**config.mk**
```make
export PLATFORM = sky130hd
export DESIGN_NAME = pipe_stage_reg
export DESIGN_NICKNAME = d
export VERILOG_FILES = /design/src/rtl/pipe_pkg.sv /design/src/rtl/pipe_stage_reg_slot.sv /design/src/rtl/pipe_stage_reg.sv
export SDC_FILE = /design/constraint.sdc
export NUM_CORES = 1
export LEC_CHECK = 0
export BUFFER_PORTS_ARGS = -buffer_cell sky130_fd_sc_hd__buf_2
export CORE_MARGIN = 2
export CORE_UTILIZATION = 50
export CTS_CLUSTER_DIAMETER = 50
export DETAILED_ROUTE_END_ITERATION = 10
export PLACE_DENSITY = 0.73
export SLEW_MARGIN = 5
export SYNTH_ARGS = -nofsm -noshare
export SYNTH_HDL_FRONTEND = slang
export SYNTH_SLANG_ARGS = --single-unit
```
**constraint.sdc**
```tcl
create_clock -name clk -period 15.23 [get_ports clk]
set_input_delay 3.046 -clock clk [delete_from_list [all_inputs] [get_ports clk]]
set_output_delay 3.046 -clock clk [all_outputs]
set_load 0.005 [all_outputs]
```
**src/rtl/pipe_pkg.sv**
```systemverilog
// pipe_pkg: shared widths, ID/IX control field layout and helpers for pipeline stage registers.
package pipe_pkg;
  localparam int PC_W = 32;
  localparam int IR_W = 32;
  localparam int REG_W = 32;
  localparam int ID_IX_DATA_W = PC_W + IR_W + 2 * REG_W;
  localparam int ID_IX_CTRL_W = 36;
  localparam int ALU_OP_LSB = 0;
  localparam int ALU_OP_W = 6;
  localparam int IS_BRANCH_BIT = 6;
  localparam int IS_JUMP_BIT = 7;
  localparam int OP2_SEL_BIT = 8;
  localparam int SHAMT_LSB = 9;
  localparam int SHAMT_W = 6;
  localparam int BRANCH_TYPE_LSB = 15;
  localparam int BRANCH_TYPE_W = 2;
  localparam int ACCESS_SIZE_LSB = 17;
  localparam int ACCESS_SIZE_W = 2;
  localparam int RW_BIT = 19;
  localparam int MEM_SEXT_BIT = 20;
  localparam int RES_DATA_SEL_BIT = 21;
  localparam int RT_LSB = 22;
  localparam int RT_W = 5;
  localparam int RD_LSB = 27;
  localparam int RD_W = 5;
  localparam int DEST_REG_SEL_BIT = 32;
  localparam int WRITE_TO_REG_BIT = 33;
  localparam int IS_JAL_BIT = 34;
  localparam int IS_JR_BIT = 35;
  // Field order matches the bit offsets above (MSB first).
  typedef struct packed {
    logic       is_jr;
    logic       is_jal;
    logic       write_to_reg;
    logic       dest_reg_sel;
    logic [4:0] rd;
    logic [4:0] rt;
    logic       res_data_sel;
    logic       memory_sign_extend;
    logic       rw;
    logic [1:0] access_size;
    logic [1:0] branch_type;
    logic [5:0] shift_amount;
    logic       op2_sel;
    logic       is_jump;
    logic       is_branch;
    logic [5:0] alu_op;
  } id_ix_ctrl_t;
  typedef struct packed {
    logic [PC_W-1:0]  pc;
    logic [IR_W-1:0]  ir;
    logic [REG_W-1:0] a;
    logic [REG_W-1:0] b;
  } id_ix_data_t;
  typedef enum logic {SRC_IN = 1'b0, SRC_SKID = 1'b1} main_src_e;
  function automatic logic [1:0] occ_count(input logic main_v, input logic skid_v);
    return {main_v & skid_v, main_v ^ skid_v};
  endfunction
endpackage

```
**src/rtl/pipe_stage_reg_slot.sv**
```systemverilog
// pipe_slot: one valid + data + ctrl holding register; clear wins over load and leaves data intact.
module pipe_slot
  import pipe_pkg::*;
#(
  parameter int DATA_W = ID_IX_DATA_W,
  parameter int CTRL_W = ID_IX_CTRL_W
) (
  input  logic              clk,
  input  logic              rst,
  input  logic              i_load,
  input  logic              i_clear,
  input  logic [DATA_W-1:0] i_data,
  input  logic [CTRL_W-1:0] i_ctrl,
  output logic              o_valid,
  output logic [DATA_W-1:0] o_data,
  output logic [CTRL_W-1:0] o_ctrl
);
  logic              r_valid;
  logic [DATA_W-1:0] r_data;
  logic [CTRL_W-1:0] r_ctrl;
  always_ff @(negedge clk or posedge rst) begin
    if (rst) begin
      r_valid <= 1'b0;
      r_data  <= '0;
      r_ctrl  <= '0;
    end else if (i_clear) begin
      r_valid <= 1'b0;
    end else if (i_load) begin
      r_valid <= 1'b1;
      r_data  <= i_data;
      r_ctrl  <= i_ctrl;
    end
  end
  assign o_valid = r_valid;
  assign o_data  = r_data;
  assign o_ctrl  = r_ctrl;
endmodule

```
**src/rtl/pipe_stage_reg.sv**
```systemverilog
// pipe_stage_reg: falling-edge pipeline stage register with valid/ready handshake,
// 2-entry skid buffer (registered in_ready) and synchronous flush.
module pipe_stage_reg
  import pipe_pkg::*;
#(
  parameter int DATA_W = ID_IX_DATA_W,
  parameter int CTRL_W = ID_IX_CTRL_W,
  parameter bit ZERO_CTRL_ON_BUBBLE = 1'b1
) (
  input  logic              clk,
  input  logic              rst,
  input  logic              in_valid,
  output logic              in_ready,
  input  logic [DATA_W-1:0] in_data,
  input  logic [CTRL_W-1:0] in_ctrl,
  input  logic              flush,
  output logic              out_valid,
  input  logic              out_ready,
  output logic [DATA_W-1:0] out_data,
  output logic [CTRL_W-1:0] out_ctrl,
  output logic [1:0]        occupancy
);
  logic              w_main_valid, w_skid_valid;
  logic              w_acc, w_pop;
  logic              w_main_load, w_main_clear, w_skid_load, w_skid_clear;
  logic [DATA_W-1:0] w_main_data, w_skid_data, w_main_din;
  logic [CTRL_W-1:0] w_main_ctrl, w_skid_ctrl, w_main_cin;
  main_src_e         w_src;
  assign in_ready = !w_skid_valid;
  assign w_acc = in_valid & in_ready;
  assign w_pop = w_main_valid & out_ready;
  // With the skid full, main refills only from skid so order is preserved.
  assign w_src        = w_skid_valid ? SRC_SKID : SRC_IN;
  assign w_main_load  = !flush & (w_skid_valid ? w_pop : (w_acc & (!w_main_valid | w_pop)));
  assign w_main_clear = flush | (w_main_valid & !w_skid_valid & !w_acc & w_pop);
  assign w_skid_load  = !flush & w_main_valid & !w_skid_valid & w_acc & !w_pop;
  assign w_skid_clear = flush | (w_skid_valid & w_pop);
  assign w_main_din   = (w_src == SRC_SKID) ? w_skid_data : in_data;
  assign w_main_cin   = (w_src == SRC_SKID) ? w_skid_ctrl : in_ctrl;
  pipe_slot #(.DATA_W(DATA_W), .CTRL_W(CTRL_W)) u_main (
    .clk    (clk),
    .rst    (rst),
    .i_load (w_main_load),
    .i_clear(w_main_clear),
    .i_data (w_main_din),
    .i_ctrl (w_main_cin),
    .o_valid(w_main_valid),
    .o_data (w_main_data),
    .o_ctrl (w_main_ctrl)
  );
  pipe_slot #(.DATA_W(DATA_W), .CTRL_W(CTRL_W)) u_skid (
    .clk    (clk),
    .rst    (rst),
    .i_load (w_skid_load),
    .i_clear(w_skid_clear),
    .i_data (in_data),
    .i_ctrl (in_ctrl),
    .o_valid(w_skid_valid),
    .o_data (w_skid_data),
    .o_ctrl (w_skid_ctrl)
  );
  assign out_valid = w_main_valid;
  assign out_data  = w_main_data;
  // Bubbles must never carry write_to_reg/rw downstream.
  assign out_ctrl  = (!ZERO_CTRL_ON_BUBBLE || w_main_valid) ? w_main_ctrl : '0;
  assign occupancy = occ_count(w_main_valid, w_skid_valid);
endmodule

```
# Yosys cells after proc, flatten, opt, wreduce, memory -nomap -nowiden
# Index checks and enable logic that the tools add are counted.
# classes
n_mux	9
reduce_logical	9
bitwise	19
# op_table
op	count
$mux 128	1
$mux 36	2
$and 1x1->1	13
$mux 1	6
$logic_not 1->1	5
$reduce_and 2->1	2
$reduce_bool 2->1	2
$or 1x1->1	3
$not 1->1	2
$xor 1x1->1	1
# word_totals
inputBits	169
wordCells	43
out_inout_bits	168
reg_bits	330

# Longest topological paths before layout
# Gate-level depths: netlist of the first run.
# depth
depth_word	8
ltp_mapped	10
mapped_depth_nobuf	5

# Hierarchy
# A second synthesis of the first run with hierarchy kept.
# unflattened
hier_cells	936
hier_area_um2	16412.0
# by_module_without_submodules
mod	cells_each	area_each_um2	seq_area_each_um2	n_inst
pipe_slot	351	6725.2	4129.0	2
pipe_stage_reg	234	2961.6	0.0	1

==> run_results.csv, run 1 <==
group,metric,value,unit
die,rows,62,
logic_synthesis,synth_area_leader_cell,"dfrtn_1",
clock_network,clkTransAtPathRegs,0.04,ns
detailed_routing,ant_nets,0,
die,ios,337,
detailed_routing,drc,0,
outcome,outcome,"completed",
worst_setup_path,reg2regPathDepth,8,
clock_network,hold_buffers,0,
logic_synthesis,synth-simple-area-share,0.0186,
final_layout,final_core_util,0.618,
final_layout,nets,1433,
hold_path,hold_path_class,"flip-flop to flip-flop",
logic_synthesis,synth_most_common_cell,"dfrtn_1",
power,p_total,2.64,mW
hold_path,min_to,"u_skid.o_data[41]$_DFFE_NP0P_",
clock_network,htreeDepth,2,
placed_design,gp_congestion,0.772,
timing,whs,0.428,ns
timing,final-setup-viol-count,0,
logic_synthesis,synthTopCellsByArea,"dfrtn_1 (56%), mux2_2 (24%), mux2_1 (14%), buf_6 (2.6%), and2_1 (1.5%)",
placed_design,port_buffers,336,
grt,grt_pass1_wl,48300,um
logic_synthesis,async_flop_share,1.00,
worst_setup_path,path_class,"flip-flop to output pin",
hold_path,hold_path_depth,1,
logic_synthesis,ys_types,19,
final_layout,fin_area,0.0178,sq mm
worst_setup_path,crit_top_cell,"inv_1",
timing,worst_slew_pin_slew,0.995,ns
logic_synthesis,synth-xor-area-share,0,
clock_network,cts_buffers,38,
die,design.core.area,0.0288,sq mm
clock_network,post-cts-setup-buffers,0,
clock_network,clk_latency,0.51,ns
detailed_routing,drt_iter0_markers,391,
power,p_leak,8.21,nW
worst_setup_path,critPathCaptureType,"output pin",
final_layout,area_delta_synth_final,21.5,%
grt,antenna_found_initial,7,
die,start_util,0.509,
logic_synthesis,synth_fp_nets,1104,
logic_synthesis,yosysSeqAreaShare,0.564,
worst_setup_path,crit_chain,"buf_4 > inv_1 > ha_1 > inv_1 > buf_2",
logic_synthesis,synthDominantCellAreaShare,0.564,
timing,hold_viol,0,
detailed_routing,wirelength,30300,um
final_layout,drive_above_1_share,0.562,
timing,skew,0.00642,ns
grt,overflow,0,
power,ir_drop,124,uV
die,die_y,175,um
detailed_routing,wl_per_cell,18.0,um
logic_synthesis,syn_avg_cell_area,15.7,sq um
logic_synthesis,synthAdderAreaFrac,0.00171,
die,die_width,175,um
detailed_routing,first_pass_iters,4,
grt,grt_usage,0.196,
worst_setup_path,slowest_stage,"buf_4",
grt,grt_pass1_vias,9147,
logic_synthesis,synthCells,933,
logic_synthesis,synth_edf_count,0,
detailed_routing,viasPerCell,5.17,
timing,rsz0062_at_grt,"no",
placed_design,placed_area,0.0165,sq mm
worst_setup_path,required,12.18,ns
worst_setup_path,critPathArrivalTime,9.62,ns
logic_synthesis,synth-main-ff-cell,"dfrtn_1",
logic_synthesis,synth_common_cells,"dfrtn_1 (330), mux2_2 (315), mux2_1 (177)",
logic_synthesis,synth_top_family_by_area,"multiplexers",
clock_network,clock-sinks,330,
clock_network,cts-root-buf,"clkbuf_16",
job,max_cap_violations,0,
logic_synthesis,yosys-mux-area-fraction,0.378,
worst_setup_path,reg2reg_slack,11.74,ns
detailed_routing,vias,8673,
logic_synthesis,synth-seq-cells,330,
logic_synthesis,synth-compound-area-share,0.00179,
worst_setup_path,startpoint_type,"flip-flop",
worst_setup_path,cp_top_family,"buffers and inverters",
logic_synthesis,ys_warn_count,0,
placed_design,hpwlAfterDp,19800,um
worst_setup_path,crit_fanout,41,
clock_network,tritoncts,"done",
grt,grt_start_max_net_pins,177,
timing,relSlewSlack,0.336,
worst_setup_path,max_stage_delay,0.49,ns
worst_setup_path,critPathBufInv,4,
clock_network,postCtsResizedCells,0,
timing,setup_tns,0,ns
timing,slew_viol_final,0,
worst_setup_path,reg2reg_to,"u_main.o_data[15]$_DFFE_NP0P_",
logic_synthesis,syn-cell-area,0.0147,sq mm
die,dieArea,0.0307,sq mm
power,power_density,149,mW/mm^2
worst_setup_path,timing.rr.start,"u_skid.o_valid$_DFFE_NP0P_",
hold_path,min_from,"u_skid.o_data[41]$_DFFE_NP0P_",
clock_network,clock_path_buffers,3,
==> cells in the final DEF (no fill, tap or decap), types with 2 or more instances in the layout <==
cell type	n
clkinvlp_4	3
buf_12	5
dfrtn_1	330
and2_1	36
mux2_2	315
buf_2	336
buf_4	7
diode_2	4
clkinv_2	5
ha_1	2
bufinv_16	6
clkbuf_8	5
clkbuf_1	10
inv_1	2
a21oi_1	2
clkbuf_16	39
nand2_1	2
mux2_1	177
==> metal layers <==
| metal | wire length, um | vias to the layer above | global-route usage |
|---|---|---|---|
| li1 | - | 3982 | - |
| met1 | 13000 | 4368 | 0.254 |
| met2 | 14200 | 258 | 0.316 |
| met3 | 2330 | 57 | 0.0620 |
| met4 | 734 | 8 | 0.0583 |
| met5 | 51 | - | 0 |
==> state kept, by name, summed over array words and instances, names as in the netlist <==
register        count
u_skid.o_ctrl      36
u_main.o_ctrl      36
u_main.o_valid      1
u_skid.o_valid      1
u_main.o_data     128
u_skid.o_data     128
==> report_power, final <==
part	switching, mW	total [mW]	internal (mW)
logic	0.187	0.462	0.275
clock network	0.351	0.949	0.598
registers	0.104	1.23	1.13
total	0.642	2.64	2.00
==> how the worst max path moves through the flow <==
stage | from | end | depth (start not counted)
5_1_grt | u_skid.o_valid$_DFFE_NP0P_ | occupancy[0] | 5
3_5_place_dp | out_ready | u_main.o_data[17]$_DFFE_NP0P_ | 7
4_1_cts | u_skid.o_valid$_DFFE_NP0P_ | occupancy[0] | 5
3_3_place_gp | out_ready | u_main.o_data[56]$_DFFE_NP0P_ | 7
2_1_floorplan | rst | u_main.o_ctrl[0]$_DFFE_NP0P_ | 1
6_report | u_skid.o_valid$_DFFE_NP0P_ | occupancy[0] | 5
==> layout make-up <==
cell class / count / area, sq um
Clock buffer: 54 / 1080
Tap cell: 384 / 480
Sequential cell: 330 / 8260
Fill cell: 2232 / 11000
Inverter: 3 / 15.0
Multi-Input combinational cell: 541 / 5880
Timing Repair Buffer: 348 / 1830
Clock inverter: 15 / 238
Antenna cell: 4 / 10.0
==> per-stage QoR <==
| stage | cells | setup WS, ns |
|---|---|---|
| after floorplan | 933 | 0.333 |
| after global placement | 1606 | 2.28 |
| after detailed placement | 1606 | 2.26 |
| after CTS | 1675 | 2.51 |
| after global routing | 1677 | 2.43 |
| final | 1679 | 2.56 |
==> cell families (layout without fill, tap and decap cells) <==
group           Yosys count  in the layout
mux                     492            492
flops                   330            330
buf+inv                  62            420
simple gates             43             43
compound gates            4              4
fa+ha+maj                 2              2
other cells               0              4
==> worst reg2reg max path, stage by stage (launching register included) <==
cell and delay, ns:
dfrtn_1 0.41, buf_4 0.49, inv_1 0.15, ha_1 0.25, nand4b_1 0.24, a21oi_4 0.23
buf_4 0.50, buf_4 0.64, mux2_2 0.43
No activity file was read; power rests on OpenSTA's default activity.
==> run 2, diff against run 1 <==
==> constraint.sdc (replaced) <==
create_clock -name clk -period 12 [get_ports clk]
set_input_delay 2.4 -clock clk [delete_from_list [all_inputs] [get_ports clk]]
set_output_delay 2.4 -clock clk [all_outputs]
set_load 0.005 [all_outputs]
==> run_results.csv, run 2 (synthesis results as in run 1) <==
group,metric,value,unit
power,power_density,186,mW/mm^2
job,max_cap_violations,0,
detailed_routing,vias,8776,
final_layout,layout_common_cells,"buf_2 (336), dfrtn_1 (330), mux2_2 (315)",
timing,skew,0.00992,ns
worst_setup_path,crit_fanout,29,
grt,antenna_found_initial,6,
final_layout,nets,1434,
worst_setup_path,required,9.60,ns
die,dieArea,0.0307,sq mm
worst_setup_path,critPathBufInv,2,
timing,hold_viol,0,
timing,whs,0.426,ns
timing,worst_slew_pin_slew,0.996,ns
timing,relSlewSlack,0.335,
worst_setup_path,path_class,"flip-flop to output pin",
detailed_routing,drt_iter0_markers,397,
grt,grt_pass1_wl,49200,um
power,p_leak,8.19,nW
clock_network,clock-sinks,330,
final_layout,final_core_util,0.617,
die,ios,337,
die,die_width,175,um
die,die_y,175,um
worst_setup_path,max_stage_delay,0.75,ns
final_layout,drive_above_1_share,0.563,
final_layout,area_delta_synth_final,21.2,%
final_layout,fill_cells,2246,
outcome,outcome,"completed",
clock_network,hold_buffers,0,
power,ir_drop,113,uV
worst_setup_path,critPathArrivalTime,8.02,ns
detailed_routing,wl_per_cell,18.3,um
worst_setup_path,slowest_stage,"dfrtn_1",
grt,overflow,0,
clock_network,htreeDepth,2,
die,design.core.area,0.0288,sq mm
placed_design,port_buffers,336,
clock_network,postCtsResizedCells,0,
worst_setup_path,cp_top_family,"flip-flops",
timing,rsz0062_at_grt,"no",
placed_design,hpwlAfterDp,20200,um
worst_setup_path,startpoint_type,"flip-flop",
clock_network,post-cts-setup-buffers,0,
worst_setup_path,critPathCaptureType,"output pin",
detailed_routing,ant_nets,0,
clock_network,tritoncts,"done",
grt,grt_pass1_vias,9231,
detailed_routing,viasPerCell,5.24,
hold_path,hold_path_class,"flip-flop to flip-flop",
detailed_routing,first_pass_iters,4,
final_layout,final_common_cell,"buf_2",
detailed_routing,drc,0,
worst_setup_path,crit_chain,"buf_4 > and2_1 > buf_2",
final_layout,instances_no_fill,1676,
clock_network,clkTransAtPathRegs,0.04,ns
grt,grt_usage,0.199,
clock_network,cts_buffers,38,
grt,grt_start_max_net_pins,98,
detailed_routing,wirelength,30700,um
clock_network,clock_path_buffers,3,
clock_network,cts-root-buf,"clkbuf_16",
clock_network,clk_latency,0.52,ns
placed_design,dp.cells,1607,
timing,slew_viol_final,0,
placed_design,gp_congestion,0.774,
die,rows,62,
timing,final-setup-viol-count,0,
die,start_util,0.509,
## run 2: cell types whose count changed in the layout (fill, tap and decap cells not counted), sizes merged
cell	previous run	this run
bufinv	6	2
clkinvlp	3	5
buf	348	349
diode	4	3
inv	3	2
## run 2: path summary, 6_finish.rpt
path / startpoint / endpoint / slack, ns / cells after the start
worst min register to register: u_main.o_data[71]$_DFFE_NP0P_ / u_main.o_data[71]$_DFFE_NP0P_ / 0.43 / 1
max in group asynchronous: rst / u_main.o_ctrl[28]$_DFFE_NP0P_ / 2.95 / 3
worst max register to register: u_skid.o_valid$_DFFE_NP0P_ / u_main.o_data[126]$_DFFE_NP0P_ / 8.94 / 4
worst min-delay path: u_main.o_data[71]$_DFFE_NP0P_ / u_main.o_data[71]$_DFFE_NP0P_ / 0.43 / 1
min in group asynchronous: rst / u_main.o_data[70]$_DFFE_NP0P_ / 7.98 / 2
worst max-delay path: u_main.o_valid$_DFFE_NP0P_ / out_ctrl[8] / 1.58 / 3
## run 2: cell type report
class                           instances  area (sq um)  area share
Inverter                                3          15.0    0.000845
Clock inverter                         12           131     0.00740
Multi-Input combinational cell        541          5880       0.331
Clock buffer                           54          1120      0.0633
Sequential cell                       330          8260       0.465
Antenna cell                            3          7.51    0.000423
Tap cell                              384           480      0.0270
Timing Repair Buffer                  349          1870       0.105
## run 2: stage by stage
stage               setup slack, ns  instance area (sq um)  TNS (ns)  power (mW)
floorplan                    -0.636                  14700   -209.87        1.93
global placement               1.92                  16500         0        2.15
detailed placement             1.89                  16500         0        2.18
CTS                            1.53                  17800         0        3.34
global route                   1.48                  17800         0        3.47
finish                         1.58                  17800         0        3.30
## run 2: worst register-to-register path: stages (launching register included)
cell,delay (ns)
dfrtn_1,0.49
buf_4,0.76
buf_4,0.88
mux2_2,0.50
mux2_1,0.29
## run 2: power by group
group          internal, mW  switching, mW
sequential             1.43          0.136
combinational         0.351          0.237
clock                 0.697          0.444
total                  2.48          0.816
## run 2: metal layers
layer,share of wire,vias to the layer above,wire [um],GRT usage
li1,-,4006,-,-
met1,0.43,4456,13200,0.262
met2,0.47,251,14600,0.321
met3,0.073,55,2230,0.0603
met4,0.021,8,650,0.0552
met5,0.0014,-,44,0
==> run 3, diff against run 2 <==
--- a/config.mk
+++ b/config.mk
@@ -7,10 +7,10 @@
 export LEC_CHECK = 0
 export BUFFER_PORTS_ARGS = -buffer_cell sky130_fd_sc_hd__buf_2
 export CORE_MARGIN = 2
-export CORE_UTILIZATION = 50
+export CORE_UTILIZATION = 54
 export CTS_CLUSTER_DIAMETER = 50
 export DETAILED_ROUTE_END_ITERATION = 10
-export PLACE_DENSITY = 0.73
+export PLACE_DENSITY = 0.78
 export SLEW_MARGIN = 5
 export SYNTH_ARGS = -nofsm -noshare
 export SYNTH_HDL_FRONTEND = slang
==> run_results.csv, run 3 (synthesis results as in run 1) <==
group,metric,value,unit
die,ios,337,
grt,grt_usage,0.216,
timing,hold_viol,0,
grt,antenna_found_initial,9,
placed_design,port_buffers,336,
clock_network,cts_buffers,37,
timing,relSlewSlack,0.330,
final_layout,area_delta_synth_final,20.4,%
placed_design,placed_area,0.0164,sq mm
power,power_density,184,mW/mm^2
clock_network,clkTransAtPathRegs,0.04,ns
final_layout,final_common_cell,"buf_2",
grt,grt_pass1_wl,49600,um
detailed_routing,vias,8784,
clock_network,postCtsResizedCells,0,
die,design.core.area,0.0268,sq mm
worst_setup_path,startpoint_type,"flip-flop",
die,rows,60,
worst_setup_path,cp_top_family,"buffers and inverters",
detailed_routing,first_pass_iters,4,
worst_setup_path,max_stage_delay,0.70,ns
timing,whs,0.428,ns
timing,rsz0062_at_grt,"no",
clock_network,hold_buffers,0,
final_layout,layout_common_cells,"buf_2 (336), dfrtn_1 (330), mux2_2 (315)",
worst_setup_path,crit_chain,"buf_12 > ha_1 > buf_2",
worst_setup_path,critPathBufInv,2,
detailed_routing,drc,0,
die,die_y,169,um
placed_design,hpwlAfterDp,20000,um
final_layout,fin_area,0.0176,sq mm
worst_setup_path,critPathCaptureType,"output pin",
clock_network,clock_path_buffers,3,
worst_setup_path,path_class,"flip-flop to output pin",
timing,slew_viol_final,0,
job,max_cap_violations,0,
worst_setup_path,critPathArrivalTime,8.06,ns
clock_network,cts-root-buf,"clkbuf_16",
die,start_util,0.547,
worst_setup_path,crit_fanout,168,
detailed_routing,ant_nets,0,
power,ir_drop,199,uV
outcome,outcome,"completed",
clock_network,post-cts-setup-buffers,0,
timing,skew,0.0120,ns
placed_design,gp_congestion,0.775,
final_layout,final_core_util,0.658,
timing,worst_slack,1.54,ns
final_layout,fill_cells,1952,
clock_network,clock-sinks,330,
detailed_routing,wirelength,30600,um
grt,grt_start_max_net_pins,169,
clock_network,htreeDepth,2,
worst_setup_path,required,9.60,ns
die,dieArea,0.0285,sq mm
grt,grt_pass1_vias,9456,
clock_network,clk_latency,0.52,ns
final_layout,nets,1435,
placed_design,place_ws,1.55,ns
detailed_routing,wl_per_cell,18.7,um
timing,final-setup-viol-count,0,
timing,worst_slew_pin_slew,1.01,ns
die,die_width,169,um
clock_network,tritoncts,"done",
grt,overflow,0,
hold_path,hold_path_class,"flip-flop to flip-flop",
worst_setup_path,slowest_stage,"buf_12",
detailed_routing,drt_iter0_markers,361,
final_layout,drive_above_1_share,0.563,
detailed_routing,viasPerCell,5.37,
timing,setup_tns,0,ns
power,p_leak,8.17,nW
-- run 3: final cells by class --
class	count	area [sq um]	share of cell area
sequential	330	8260	0.468
multi-input combinational	541	5880	0.333
timing repair buffer	351	1870	0.106
clock buffer	53	1090	0.0617
tap	341	427	0.0242
clock inverter	10	92.6	0.00525
antenna	7	17.5	0.000993
inverter	3	15.0	0.000851
-- run 3: through the flow --
stage / cells / power [mW]
after CTS: 1629 / 3.29
after global routing: 1634 / 3.42
after floorplan: 933 / 1.93
after detailed placement: 1566 / 2.18
after global placement: 1566 / 2.14
final: 1636 / 3.25
-- run 3: final timing paths --
kind	startpoint	end	slack, ns	cells after the start
worst min-delay path	u_skid.o_data[50]$_DFFE_NP0P_	u_skid.o_data[50]$_DFFE_NP0P_	0.43	1
worst max-delay path	u_skid.o_valid$_DFFE_NP0P_	occupancy[1]	1.54	3
worst min register to register	u_skid.o_data[50]$_DFFE_NP0P_	u_skid.o_data[50]$_DFFE_NP0P_	0.43	1
worst max register to register	u_skid.o_valid$_DFFE_NP0P_	u_main.o_data[40]$_DFFE_NP0P_	8.87	5
max in group asynchronous	rst	u_main.o_ctrl[9]$_DFFE_NP0P_	2.95	3
min in group asynchronous	rst	u_skid.o_data[69]$_DFFE_NP0P_	7.99	2
-- run 3: metal layers --
layer	vias up	track usage	wire length, um
li1	4012	-	-
met1	4445	0.275	12900
met2	262	0.349	14400
met3	61	0.0676	2340
met4	4	0.0780	931
met5	-	0	32
-- run 3: report_power, final --
group | internal, mW | leakage (nW) | switching [mW]
Combinational | 0.351 | 3.61 | 0.239
Clock | 0.653 | 0.580 | 0.437
Sequential | 1.43 | 3.98 | 0.137
Total | 2.44 | 8.17 | 0.813
